`src/rtl/alu_issue_if.sv`:
```
// ============================================================================
// Module   : alu_issue_if
// Purpose  : Instruction handshake and ALU datapath bundle for alu_issue_ctrl.
// Revision : 1.0 - initial release
// ============================================================================
`default_nettype none

interface alu_issue_if #(
  parameter int DATA_W = 4,
  parameter int ADDR_W = 2
);
  logic              instr_valid;
  logic              instr_ready;
  logic              instr_ld;
  logic [1:0]        instr_op;
  logic [ADDR_W-1:0] instr_rd;
  logic [ADDR_W-1:0] instr_rs1;
  logic [ADDR_W-1:0] instr_rs2;
  logic [DATA_W-1:0] instr_imm;
  logic [DATA_W-1:0] alu_a;
  logic [DATA_W-1:0] alu_b;
  logic [1:0]        alu_op;
  logic [DATA_W-1:0] alu_result;
  logic              alu_zero;
  logic              done;
  logic [DATA_W-1:0] done_result;
  logic              zero_flag;

  // Master is the environment: instruction source plus the combinational datapath.
  modport master (
    output instr_valid, instr_ld, instr_op, instr_rd, instr_rs1, instr_rs2,
           instr_imm, alu_result, alu_zero,
    input  instr_ready, alu_a, alu_b, alu_op, done, done_result, zero_flag
  );

  modport slave (
    input  instr_valid, instr_ld, instr_op, instr_rd, instr_rs1, instr_rs2,
           instr_imm, alu_result, alu_zero,
    output instr_ready, alu_a, alu_b, alu_op, done, done_result, zero_flag
  );
endinterface

`default_nettype wire

```
`src/rtl/alu_issue_ctrl.sv`:
```
// ============================================================================
// Module   : alu_issue_ctrl
// Purpose  : Issue/writeback sequencer with a small register file around a
//            purely combinational 4-bit ALU datapath.
// Revision : 1.0 - initial release
// ============================================================================
`default_nettype none

module alu_issue_ctrl #(
  parameter int DATA_W = 4,
  parameter int REG_N  = 4,
  parameter int ADDR_W = 2
) (
  input  wire logic    clk,
  input  wire logic    rst,
  alu_issue_if.slave   bus
);

  typedef enum logic [1:0] {
    IDLE  = 2'd0,
    ISSUE = 2'd1,
    EXEC  = 2'd2,
    WB    = 2'd3
  } state_t;

  state_t            state_q;
  logic [1:0]        op_q;
  logic [ADDR_W-1:0] rd_q;
  logic [ADDR_W-1:0] rs1_q;
  logic [ADDR_W-1:0] rs2_q;
  logic [DATA_W-1:0] regs_q [REG_N];
  logic [DATA_W-1:0] alu_a_q;
  logic [DATA_W-1:0] alu_b_q;
  logic [1:0]        alu_op_q;
  logic              done_q;
  logic [DATA_W-1:0] done_result_q;
  logic              zero_flag_q;

  // Ready must drop the instant reset asserts, so it is decoded rather than registered.
  assign bus.instr_ready = (state_q == IDLE) && !rst;
  assign bus.alu_a       = alu_a_q;
  assign bus.alu_b       = alu_b_q;
  assign bus.alu_op      = alu_op_q;
  assign bus.done        = done_q;
  assign bus.done_result = done_result_q;
  assign bus.zero_flag   = zero_flag_q;

  always_ff @(posedge clk or posedge rst) begin
    if (rst) begin
      state_q       <= IDLE;
      op_q          <= '0;
      rd_q          <= '0;
      rs1_q         <= '0;
      rs2_q         <= '0;
      alu_a_q       <= '0;
      alu_b_q       <= '0;
      alu_op_q      <= '0;
      done_q        <= 1'b0;
      done_result_q <= '0;
      zero_flag_q   <= 1'b0;
      for (int i = 0; i < REG_N; i++) begin
        regs_q[i] <= '0;
      end
    end else begin
      done_q <= 1'b0;
      case (state_q)
        IDLE: begin
          if (bus.instr_valid) begin
            op_q  <= bus.instr_op;
            rd_q  <= bus.instr_rd;
            rs1_q <= bus.instr_rs1;
            rs2_q <= bus.instr_rs2;
            // Load result is known at accept; publish it on entry to WB.
            if (bus.instr_ld) begin
              done_q        <= 1'b1;
              done_result_q <= bus.instr_imm;
              zero_flag_q   <= (bus.instr_imm == '0);
              state_q       <= WB;
            end else begin
              state_q <= ISSUE;
            end
          end
        end
        ISSUE: begin
          alu_a_q  <= regs_q[rs1_q];
          alu_b_q  <= regs_q[rs2_q];
          alu_op_q <= op_q;
          state_q  <= EXEC;
        end
        EXEC: begin
          done_q        <= 1'b1;
          done_result_q <= bus.alu_result;
          zero_flag_q   <= bus.alu_zero;
          state_q       <= WB;
        end
        WB: begin
          regs_q[rd_q] <= done_result_q;
          state_q      <= IDLE;
        end
        default: state_q <= IDLE;
      endcase
    end
  end

endmodule

`default_nettype wire

```
`src/flat_wrapper.sv`:
```
// flat-port wrapper written by rule: the top's interface ports become plain ports
module alu_issue_ctrl_flat 
#(
  parameter int DATA_W = 4,
  parameter int REG_N  = 4,
  parameter int ADDR_W = 2
)
  (clk, rst, bus_instr_valid, bus_instr_ld, bus_instr_op, bus_instr_rd, bus_instr_rs1, bus_instr_rs2, bus_instr_imm, bus_alu_result, bus_alu_zero, bus_instr_ready, bus_alu_a, bus_alu_b, bus_alu_op, bus_done, bus_done_result, bus_zero_flag);
  alu_issue_if #(.DATA_W(DATA_W), .ADDR_W(ADDR_W)) bus_i ();
  input  wire logic clk;
  input  wire logic rst;
  input wire logic [$bits(bus_i.instr_valid)-1:0] bus_instr_valid;
  input wire logic [$bits(bus_i.instr_ld)-1:0] bus_instr_ld;
  input wire logic [$bits(bus_i.instr_op)-1:0] bus_instr_op;
  input wire logic [$bits(bus_i.instr_rd)-1:0] bus_instr_rd;
  input wire logic [$bits(bus_i.instr_rs1)-1:0] bus_instr_rs1;
  input wire logic [$bits(bus_i.instr_rs2)-1:0] bus_instr_rs2;
  input wire logic [$bits(bus_i.instr_imm)-1:0] bus_instr_imm;
  input wire logic [$bits(bus_i.alu_result)-1:0] bus_alu_result;
  input wire logic [$bits(bus_i.alu_zero)-1:0] bus_alu_zero;
  output wire logic [$bits(bus_i.instr_ready)-1:0] bus_instr_ready;
  output wire logic [$bits(bus_i.alu_a)-1:0] bus_alu_a;
  output wire logic [$bits(bus_i.alu_b)-1:0] bus_alu_b;
  output wire logic [$bits(bus_i.alu_op)-1:0] bus_alu_op;
  output wire logic [$bits(bus_i.done)-1:0] bus_done;
  output wire logic [$bits(bus_i.done_result)-1:0] bus_done_result;
  output wire logic [$bits(bus_i.zero_flag)-1:0] bus_zero_flag;
  assign bus_i.instr_valid = bus_instr_valid;
  assign bus_i.instr_ld = bus_instr_ld;
  assign bus_i.instr_op = bus_instr_op;
  assign bus_i.instr_rd = bus_instr_rd;
  assign bus_i.instr_rs1 = bus_instr_rs1;
  assign bus_i.instr_rs2 = bus_instr_rs2;
  assign bus_i.instr_imm = bus_instr_imm;
  assign bus_i.alu_result = bus_alu_result;
  assign bus_i.alu_zero = bus_alu_zero;
  assign bus_instr_ready = bus_i.instr_ready;
  assign bus_alu_a = bus_i.alu_a;
  assign bus_alu_b = bus_i.alu_b;
  assign bus_alu_op = bus_i.alu_op;
  assign bus_done = bus_i.done;
  assign bus_done_result = bus_i.done_result;
  assign bus_zero_flag = bus_i.zero_flag;
  alu_issue_ctrl #(.DATA_W(DATA_W), .REG_N(REG_N), .ADDR_W(ADDR_W)) u_core (.clk(clk), .rst(rst), .bus(bus_i));
endmodule
```
`config.mk`:
```
export PLATFORM = sky130hd
export DESIGN_NAME = alu_issue_ctrl_flat
export DESIGN_NICKNAME = d
export VERILOG_FILES = /design/src/rtl/alu_issue_if.sv /design/src/rtl/alu_issue_ctrl.sv /design/src/flat_wrapper.sv
export SDC_FILE = /design/constraint.sdc
export NUM_CORES = 1
export LEC_CHECK = 0
export ABC_AREA = 1
export CELL_PAD_IN_SITES_DETAIL_PLACEMENT = 1
export CELL_PAD_IN_SITES_GLOBAL_PLACEMENT = 2
export CORE_UTILIZATION = 29
export CTS_CLUSTER_SIZE = 20
export DETAILED_ROUTE_END_ITERATION = 12
export PLACE_DENSITY_LB_ADDON = 0.12
export SYNTH_ARGS = -nofsm -noshare
export SYNTH_HDL_FRONTEND = slang
export SYNTH_SLANG_ARGS = --single-unit
```
`constraint.sdc`:
```
create_clock -name clk -period 1.75 [get_ports clk]
set_clock_uncertainty 0.15 [all_clocks]
set_input_delay 0.175 -clock clk [delete_from_list [all_inputs] [get_ports clk]]
set_output_delay 0.175 -clock clk [all_outputs]
set_load 0.05 [all_outputs]
```
==> results <==
==> what timing repair did <==
action | in CTS | in global routing
setup endpoints to repair | 1 | 1
gates resized for setup | 4 | 0
setup buffers | 0 | 1
==> cell families after synthesis <==
kind of cell    count (synthesis)  share of synthesized area, %
simple gates                  141                          27.4
fa+ha+maj                       6                          3.65
buf+inv                        44                          8.63
flops                          42                          51.1
compound gates                 36                          9.30
==> cells in the final DEF, fill, tap and decap left out, types with 5 or more instances in the layout <==
master             n
buf_4             18
clkbuf_8           5
clkdlybuf4s50_1   20
dfrtp_1           42
ha_1               5
inv_1             32
inv_2              6
nand2_1          115
nand3_1           21
o21ai_0           26
==> power by group through the flow <==
stage               combinational [mW]  clock (mW)  sequential, mW
global placement                  2.60           0            1.74
detailed placement                2.63           0            1.75
floorplan                         1.44           0            2.15
CTS                               2.67       0.812            1.74
global route                      2.98       0.841            1.79
finish                            2.63       0.768            1.73
==> synthesized netlist by cell type <==
master,n,area share [%]
a21oi_1,3,0.73
a22oi_1,1,0.36
buf_2,1,0.24
buf_4,3,1.1
clkinv_1,2,0.36
dfrtp_1,42,51
ha_1,6,3.6
inv_1,34,6.2
inv_2,4,0.73
nand2_1,115,21
nand2_4,1,0.55
nand3_1,21,5.1
nor2_1,4,0.73
o21ai_0,26,6.3
o21ai_1,3,0.73
o21ai_2,2,0.85
o22ai_1,1,0.30
==> tightest hold or removal path: stages <==
cell             delay [ns]
clkdlybuf4s50_1        0.44
inv_1                  0.11
buf_12                 0.24
==> routing by layer <==
layer	vias to the layer above	track usage [%]	wire (microns)
li1	914	-	-
met1	833	20.1	2380
met2	21	24.9	2450
met3	4	2.86	122
met4	0	4.55	51
met5	-	0	0
==> state kept, by name, indices dropped and copies added (netlist names) <==
register,count
u_core.bus.done_result,4
u_core.bus.done,1
u_core.bus.alu_b,4
u_core.op_q,2
u_core.bus.alu_a,4
u_core.bus.alu_op,2
u_core.state_q,2
u_core.rd_q,2
u_core.regs_q,16
u_core.rs1_q,2
u_core.rs2_q,2
u_core.bus.zero_flag,1
==> through the flow <==
stage / cells / power, mW / cell area (sq um) / hold slack, ns / setup WS (ns)
after floorplan: 269 / 3.60 / 2060 / 0.135 / 0.184
after global placement: 400 / 4.35 / 2520 / 0.306 / 0.210
after detailed placement: 400 / 4.38 / 2520 / 0.315 / 0.205
after CTS: 408 / 5.22 / 2640 / 0.152 / 0.0444
after global routing: 409 / 5.61 / 2650 / 0.174 / 0.00131
final: 409 / 5.13 / 2650 / 0.144 / 0.0734
==> area by class of cell <==
class                      count  share of cell area [%]
sequential                    42                    39.6
clock inverter                 2                    1.42
multi-input combinational    183                    31.9
clock buffer                   6                    2.74
inverter                      40                    5.66
tap                           96                    4.53
timing repair buffer          40                    14.2
==> worst max path at each step <==
stage | startpoint | to | slack (ns) | depth (start not counted)
final | u_core.state_q[0]$_DFFE_PP0P_ | bus_instr_ready | 0.07 | 5
after global placement | u_core.state_q[0]$_DFFE_PP0P_ | u_core.bus.done$_DFF_PP0_ | 0.21 | 6
after detailed placement | u_core.state_q[0]$_DFFE_PP0P_ | bus_instr_ready | 0.20 | 5
after global routing | u_core.state_q[0]$_DFFE_PP0P_ | bus_instr_ready | 0.001 | 5
after floorplan | u_core.state_q[0]$_DFFE_PP0P_ | bus_instr_ready | 0.18 | 4
after CTS | u_core.state_q[0]$_DFFE_PP0P_ | bus_instr_ready | 0.04 | 5
==> results.md <==
- # fillers: between 800 and 900
- Pint: 2.69 mW
- Switching Share: around 47%
- # DRC: 0
- Status: complete, no violations
- Critical Path Max Stage Delay: 0.41 ns
- Max-slew headroom: 76.5%
- Worst R2R Start: u_core.state_q[0]$_DFFE_PP0P_
- RR Endpoint: u_core.bus.done_result[2]$_DFFE_PP0P_
- Clk root buf: clkbuf_8
- Finish-stage setup viols: 0
- Ports: 38
- Synth Net Count: just under 300
- CP endpoint kind: primary output
- Clock sink count: between 40 and 50
- Starting Density: between 30% and 40%
- Chip height: 86.2 microns
- Total number of vias: about 1,800
- Core ar.: ~0.0068 sq mm
- ANT cells: 0
- MaxCap Viol Count: 0
- Die ar.: approximately 0.0074 sq mm
- Storage cell area: between 0.001 and 0.0015 sq mm
- Hold buffer count at CTS: 0
- Multi-input gate area: between 800 and 900 sq um
- Logic gate share of total power: about half
- Total gr overflow: 0
- Switch Pwr: 2.43 mW
- Sequential cell area fraction in the yosys report: approximately 51%
- CTS tree: built
- Highest-delay cell along the critical path: dfrtp_1
- Count of pins over their slew limit: 0
- TNS Setup: 0 ns
- ANT nets after route: 0
- Number of global-route vias before repair: 1,820
- Synth Area per Inst: around 7.7 sq um
- Final core occ: between 30% and 40%
- Hold crit path type: in2async
- #FFs+latches synth: 42
- Area delta synth->final: 28.8%
- Crit Path Category: reg2out
- Share of cells above drive strength 1: ~12%
- Maximum VDD drop: 559 uV
- GPL Wtd Cong: between 0.7 and 0.8
- Sequential Power Share: roughly 34%
- Die width: between 80 and 90 microns
- CTS max path bufs: 2
- CP Cell Sequence: inv_2 -> ha_4 -> inv_1 -> nor2_2 -> buf_12
- DR iter-0 viols: 61
- Wirelength per Cell: between 10 and 15 microns
- Critical Path RT: between 1 and 1.5 ns
- Synth Instances: 269
- Clk slew on worst S/H paths: around 0.080 ns
- Crit path buffers/inverters: 3
- Top Family by Delay on Critical Path: flip-flops
- RSZ-0062 raised after global routing: no
- Via density: 4.33
- Final HPWL DP: 3.85 mm
- Fin. Hold Viols: 0
- Max Clk Rate: between 500 and 600 MHz
- Clk_lat worst skew: a little under 0.3 ns
- Critical path data arrival time: between 1 and 1.5 ns
- Min cycle time layout: around 1.7 ns
- P_leak: approximately 1.4 nW
- Worst Max-Slew Pin Slew: between 0.3 and 0.4 ns
- Row count: 30
- IO buf count: 37
- Reg2Reg Depth: 7
- Initial antenna violation count: 0
- H-Tree Depth: 2
- Num CTS Buffers: 5
- Largest fanout on the critical path: 5
- Global Route Usage Sum: 15.1%
- Cell variety after synth: 17
- Pwr per Cell Area: around 1900 mW/mm^2
- Pin count of the biggest net entering global routing: between 40 and 50
- Global-route wire length before repair: 8.67 mm
- Syn. warnings: 0
- Crit start category: register
- Total iterations of the first detailed-routing run: 4
- Clk network pwr share: ~15%
- Nets: ~340
- Cell area after synthesis: roughly 0.002 sq mm
- WL final: ~5 mm
- R2R setup slack: 0.24 ns
- Part of the cycle the worst path needs: 95.8%
No activity file was read; power rests on OpenSTA's default activity.
